$ cat config.mk
export PLATFORM = sky130hd
export DESIGN_NAME = mem_stage
export DESIGN_NICKNAME = d
export VERILOG_FILES = /design/src/rtl/mem_stage.sv
export SDC_FILE = /design/constraint.sdc
export NUM_CORES = 2
export LEC_CHECK = 0
export ABC_AREA = 0
export BUFFER_PORTS_ARGS = -buffer_cell sky130_fd_sc_hd__buf_2
export CORE_MARGIN = 5
export CORE_UTILIZATION = 41
export DETAILED_ROUTE_END_ITERATION = 12
export PLACE_DENSITY = 0.64
export SLEW_MARGIN = 20
export SYNTH_ARGS = -nofsm -noshare
export SYNTH_HDL_FRONTEND = slang
export SYNTH_SLANG_ARGS = --single-unit
$ cat constraint.sdc
create_clock -name clk -period 5 [get_ports clk]
set_clock_uncertainty 0.15 [all_clocks]
set_input_delay 0.75 -clock clk [delete_from_list [all_inputs] [get_ports clk]]
set_output_delay 0.75 -clock clk [all_outputs]
set_load 0.005 [all_outputs]
$ cat src/rtl/mem_stage.sv
// MEM pipeline stage: valid/ready handshake on both sides, multi-cycle data-memory
// access with alignment check, and branch-resolution outputs.
module mem_stage #(
    parameter int unsigned DEPTH = 64,
    parameter int unsigned LAT   = 2
) (
    input  logic        clk,
    input  logic        rst_n,
    input  logic        InValid,
    output logic        InReady,
    input  logic [31:0] InAddRes,
    input  logic        InZeroFlag,
    input  logic [31:0] InAluRes,
    input  logic [31:0] InDatoLec2,
    input  logic        InMemRead,
    input  logic        InMemWrite,
    input  logic        InBranch,
    input  logic        InRegWrite,
    input  logic        InMemToReg,
    input  logic [4:0]  InWriteReg,
    output logic        OutValid,
    input  logic        OutReady,
    output logic [31:0] DatoMemOut,
    output logic [31:0] AluResOut,
    output logic        RegWriteOut,
    output logic        MemToRegOut,
    output logic [4:0]  WriteRegOut,
    output logic        PCSrcOut,
    output logic [31:0] BranchTargetOut,
    output logic        AlignErrOut
);

    localparam int unsigned AW = $clog2(DEPTH);
    localparam int unsigned CW = (LAT > 1) ? $clog2(LAT) : 1;

    typedef enum logic [1:0] {IDLE, BUSY, HOLD} state_t;

    state_t        state;
    logic [CW-1:0] cnt;
    logic [31:0]   mem [DEPTH];
    logic [AW-1:0] idxQ;
    logic [31:0]   storeQ;
    logic          readQ;
    logic          writeQ;

    logic xfer;
    logic isMem;
    logic misal;

    // Ready in IDLE, or in HOLD when the held entry retires this same cycle.
    assign InReady = (state == IDLE) || ((state == HOLD) && OutReady);
    assign xfer    = InValid && InReady;
    assign isMem   = InMemRead || InMemWrite;
    assign misal   = isMem && (InAluRes[1:0] != 2'b00);

    always_ff @(posedge clk) begin
        if (!rst_n) begin
            state           <= IDLE;
            cnt             <= '0;
            idxQ            <= '0;
            storeQ          <= '0;
            readQ           <= 1'b0;
            writeQ          <= 1'b0;
            OutValid        <= 1'b0;
            DatoMemOut      <= '0;
            AluResOut       <= '0;
            RegWriteOut     <= 1'b0;
            MemToRegOut     <= 1'b0;
            WriteRegOut     <= '0;
            PCSrcOut        <= 1'b0;
            BranchTargetOut <= '0;
            AlignErrOut     <= 1'b0;
            for (int i = 0; i < int'(DEPTH); i++) begin
                mem[i] <= '0;
            end
        end else begin
            PCSrcOut <= 1'b0;
            case (state)
                IDLE, HOLD: begin
                    if (xfer) begin
                        AluResOut       <= InAluRes;
                        BranchTargetOut <= InAddRes;
                        WriteRegOut     <= InWriteReg;
                        MemToRegOut     <= InMemToReg;
                        RegWriteOut     <= InRegWrite && !misal;
                        AlignErrOut     <= misal;
                        PCSrcOut        <= InBranch && InZeroFlag;
                        DatoMemOut      <= '0;
                        idxQ            <= InAluRes[AW+1:2];
                        storeQ          <= InDatoLec2;
                        readQ           <= InMemRead;
                        writeQ          <= InMemWrite;
                        if (isMem && !misal) begin
                            state    <= BUSY;
                            cnt      <= CW'(LAT - 1);
                            OutValid <= 1'b0;
                        end else begin
                            state    <= HOLD;
                            OutValid <= 1'b1;
                        end
                    end else if ((state == HOLD) && OutReady) begin
                        state    <= IDLE;
                        OutValid <= 1'b0;
                    end
                end
                BUSY: begin
                    // Read sees the pre-write word when a read and a write coincide.
                    if (cnt == '0) begin
                        if (writeQ) begin
                            mem[idxQ] <= storeQ;
                        end
                        if (readQ) begin
                            DatoMemOut <= mem[idxQ];
                        end
                        state    <= HOLD;
                        OutValid <= 1'b1;
                    end else begin
                        cnt <= cnt - CW'(1);
                    end
                end
                default: state <= IDLE;
            endcase
        end
    end

endmodule

==> summary.txt <==
Global route
  – Total grt overflow: 0
  – First-pass GRT wire length: 433 mm
  – Vias in the first global route: 57,500
  – Largest net degree at the start of global routing: 107
  – All-layer global routing usage: 0.239
  – Initial antenna violation count: 16

Synthesis
  – Mapped Cells: 6,624
  – Top area cells in the synthesized netlist: edfxtp_1 63%, and2_1 13%, mux4_2 11%
  – Seq/Total Area, Yosys: 0.656
  – Synth area leader: edfxtp_1
  – Ys flop type: edfxtp_1
  – Synthesized area: 0.0984 mm^2
  – Library cells used by synthesis: 56
  – Post-Synthesis Net Count: 6,735
  – Post-synth ARST share: 0
  – Post-Syn Area per Cell: 14.8 um^2
  – #FFs+latches synth: 2,197
  – Syn. warnings: 0
  – Post-synth EDFFs: 2,048
  – Post-synth top area share: 0.625

Critical path
  – Slack of the worst reg-to-reg path: 0.53 ns
  – CP delay by family, top: multiplexers
  – Cell mode on critical path: buf_4
  – Cell Chain, Critical Path: buf_4 > buf_4 > mux4_2 > mux4_2 > a211oi_1 > buf_4 > nand3_1
  – CP max stage cell: a211oi_1
  – Setup crit end: DatoMemOut[8]
  – CP endpoint kind: register
  – Max incr delay on CP: 1.00 ns
  – CP Data Arrival Time: 5.04 ns
  – Worst r2r path cells: 7
  – Crit start category: register
  – Crit-path max FO: 31
  – CP bufs+invs: 3
  – CP required: 5.57 ns
  – WS Path Type: register to register
  – Instance count on the critical path: 7
  – FF-to-FF End: DatoMemOut[8]

Pwr
  – Power per cell area: 361 mW/mm^2
  – P_sw: 0.00953 W
  – Switching Fraction: 0.235
  – Leakage power: 39.6 nW
  – Pint: 0.0309 W
  – Power share of the clock group: 0.405
  – Gate power share: 0.076
  – Max VDD drop: 379 uV
  – Seq pwr share: 0.519

Hold path
  – HP Start: InBranch
  – Hold Crit Class: input pin to register

Die
  – Die Area: 0.250 mm^2
  – Io pins: 218
  – Die extent in x: 500 um
  – Core area: 0.238 mm^2
  – Die Ht: 500 um
  – Row cnt: 179
  – Initial Utilization: 0.413

Timing
  – Max frequency: 0.224 GHz
  – Post-route clock period utilization: 0.894
  – Relative slew slack: 0.174
  – Worst Setup Slack, final: 0.532 ns
  – Final setup fails: 0
  – Slew Viols, Final: 0
  – Final Hold Viols: 0
  – RSZ-0062 raised after global routing: no
  – Total negative slack: 0 ns
  – Worst slew pin tran: 1.24 ns
  – Post-layout min period: 4.47 ns

Finish
  – Most common cell after layout, fill and taps aside: and2_1
  – Layout cells sized above 1: 0.210
  – Layout Nets: 6,868
  – Final core utilization: 0.470
  – Commonest non-fill, non-tap cells in the layout: 2,055 x and2_1, 2,048 x edfxtp_1, 476 x mux4_2
  – Area Growth Syn to Fin: 14.0%

Routing
  – 1st-iter DRT viols: 8,637
  – Vias per cell: 5.78
  – Drt total wl: 304 mm
  – Vias: 58,500
  – Antenna viol nets, final: 0
  – Remaining DRCs: 0
  – Total iterations of the first detailed-routing run: 6
  – Detailed-route wire length per cell: 30.0 um

CTS
  – Number of CTS-inserted buffers: 220
  – Clock tree buffer depth: 3
  – Clk sinks: 2,197
  – Post-cts resize count: 0
  – Depth of the CTS H-tree: 4
  – Clk slew on worst S/H paths: 0.06 ns
  – CTS tree: yes
  – Clock root buffer: clkbuf_16
  – Clk Latency, worst-skew pair: 0.87 ns

Status
  – Outcome: finished clean

Placement
  – I/O Buffers: 217
  – HPWL Detailed: 180 mm
  – DP Worst Slack: 0.700 ns
  – Gpl congestion: 0.878

Run
  – Max-cap check violation count: 0
how the worst min path moves through the flow:
stage	to	slack, ns	depth (start not counted)
after floorplan	writeQ	0.29	2
after global placement	AluResOut[1]	0.29	2
after detailed placement	DatoMemOut[5]	0.29	2
after CTS	PCSrcOut	0.02	3
after global routing	PCSrcOut	0.05	3
final	PCSrcOut	0.07	3
logic make-up after synthesis:
| family | count (synthesis) | synth area share |
|---|---|---|
| buffers and inverters | 671 | 0.0295 |
| AND/OR/NAND/NOR | 2630 | 0.156 |
| flip-flops | 2197 | 0.656 |
| multiplexers | 700 | 0.132 |
| AO/OA/AOI/OAI | 426 | 0.0268 |
synth_stat cells, types with 40 or more instances:
cell         n
a22oi_1     87
dfxtp_1    149
edfxtp_1  2048
and2_1    2056
mux4_2     476
clkbuf_1   516
o21ai_0     86
nand3_1     66
nand2_1    303
buf_2       81
mux2i_1    211
nor2_1     112
a21oi_1    155
buf_4       40
per-layer routing:
layer | GRT usage | vias up | share of wire
li1 | - | 24300 | -
met1 | 0.340 | 30200 | 0.39
met2 | 0.362 | 3473 | 0.45
met3 | 0.0493 | 486 | 0.11
met4 | 0.0969 | 0 | 0.045
met5 | 0 | - | 0
stage by stage:
stage          instance area (um^2)  instances  total power [W]  hold WS [ns]
2_1_floorplan                 98400       6624           0.0229         0.287
3_3_place_gp                 104000       9594           0.0243         0.290
3_5_place_dp                 104000       9600           0.0243         0.291
4_1_cts                      112000      10100           0.0405        0.0240
5_1_grt                      112000      10100           0.0415        0.0481
6_report                     112000      10100           0.0405        0.0700
power groups by stage:
| stage | logic [W] | registers [W] | clock network [W] |
|---|---|---|---|
| after global routing | 0.00318 | 0.0210 | 0.0173 |
| final | 0.00307 | 0.0210 | 0.0164 |
| after CTS | 0.00302 | 0.0210 | 0.0165 |
| after global placement | 0.00292 | 0.0213 | 0 |
| after detailed placement | 0.00295 | 0.0214 | 0 |
| after floorplan | 0.00174 | 0.0212 | 0 |
final cells by class:
cell class	instances	area (um^2)
inverters	5	21.3
clock inverters	115	1050
clock buffers	297	6040
multi-input cells	3756	31900
fillers	20200	126000
well taps	3167	3960
repair buffers	577	4560
flip-flops and latches	2197	64600
diodes	6	15.0
worst min-delay path: stages:
cell and delay, ns:
buf_2 0.10, nand3_1 0.09, nor2_1 0.07
registers in the layout, summed over array words and instances, names as in the netlist, named ones only:
signal / flops
cnt: 1
readQ: 1
AlignErrOut: 1
storeQ: 32
OutValid: 1
BranchTargetOut: 32
writeQ: 1
MemToRegOut: 1
AluResOut: 27
state: 2
mem: 2048
WriteRegOut: 5
DatoMemOut: 32
PCSrcOut: 1
idxQ: 5
RegWriteOut: 1
what timing repair did:
item / in CTS / in global routing
endpoints found under the hold margin: 104 / 0
endpoints found under the setup margin: 0 / 0
hold buffers: 100 / 0
buffers inserted: 0 / 0
No activity file was read; power rests on OpenSTA's default activity.
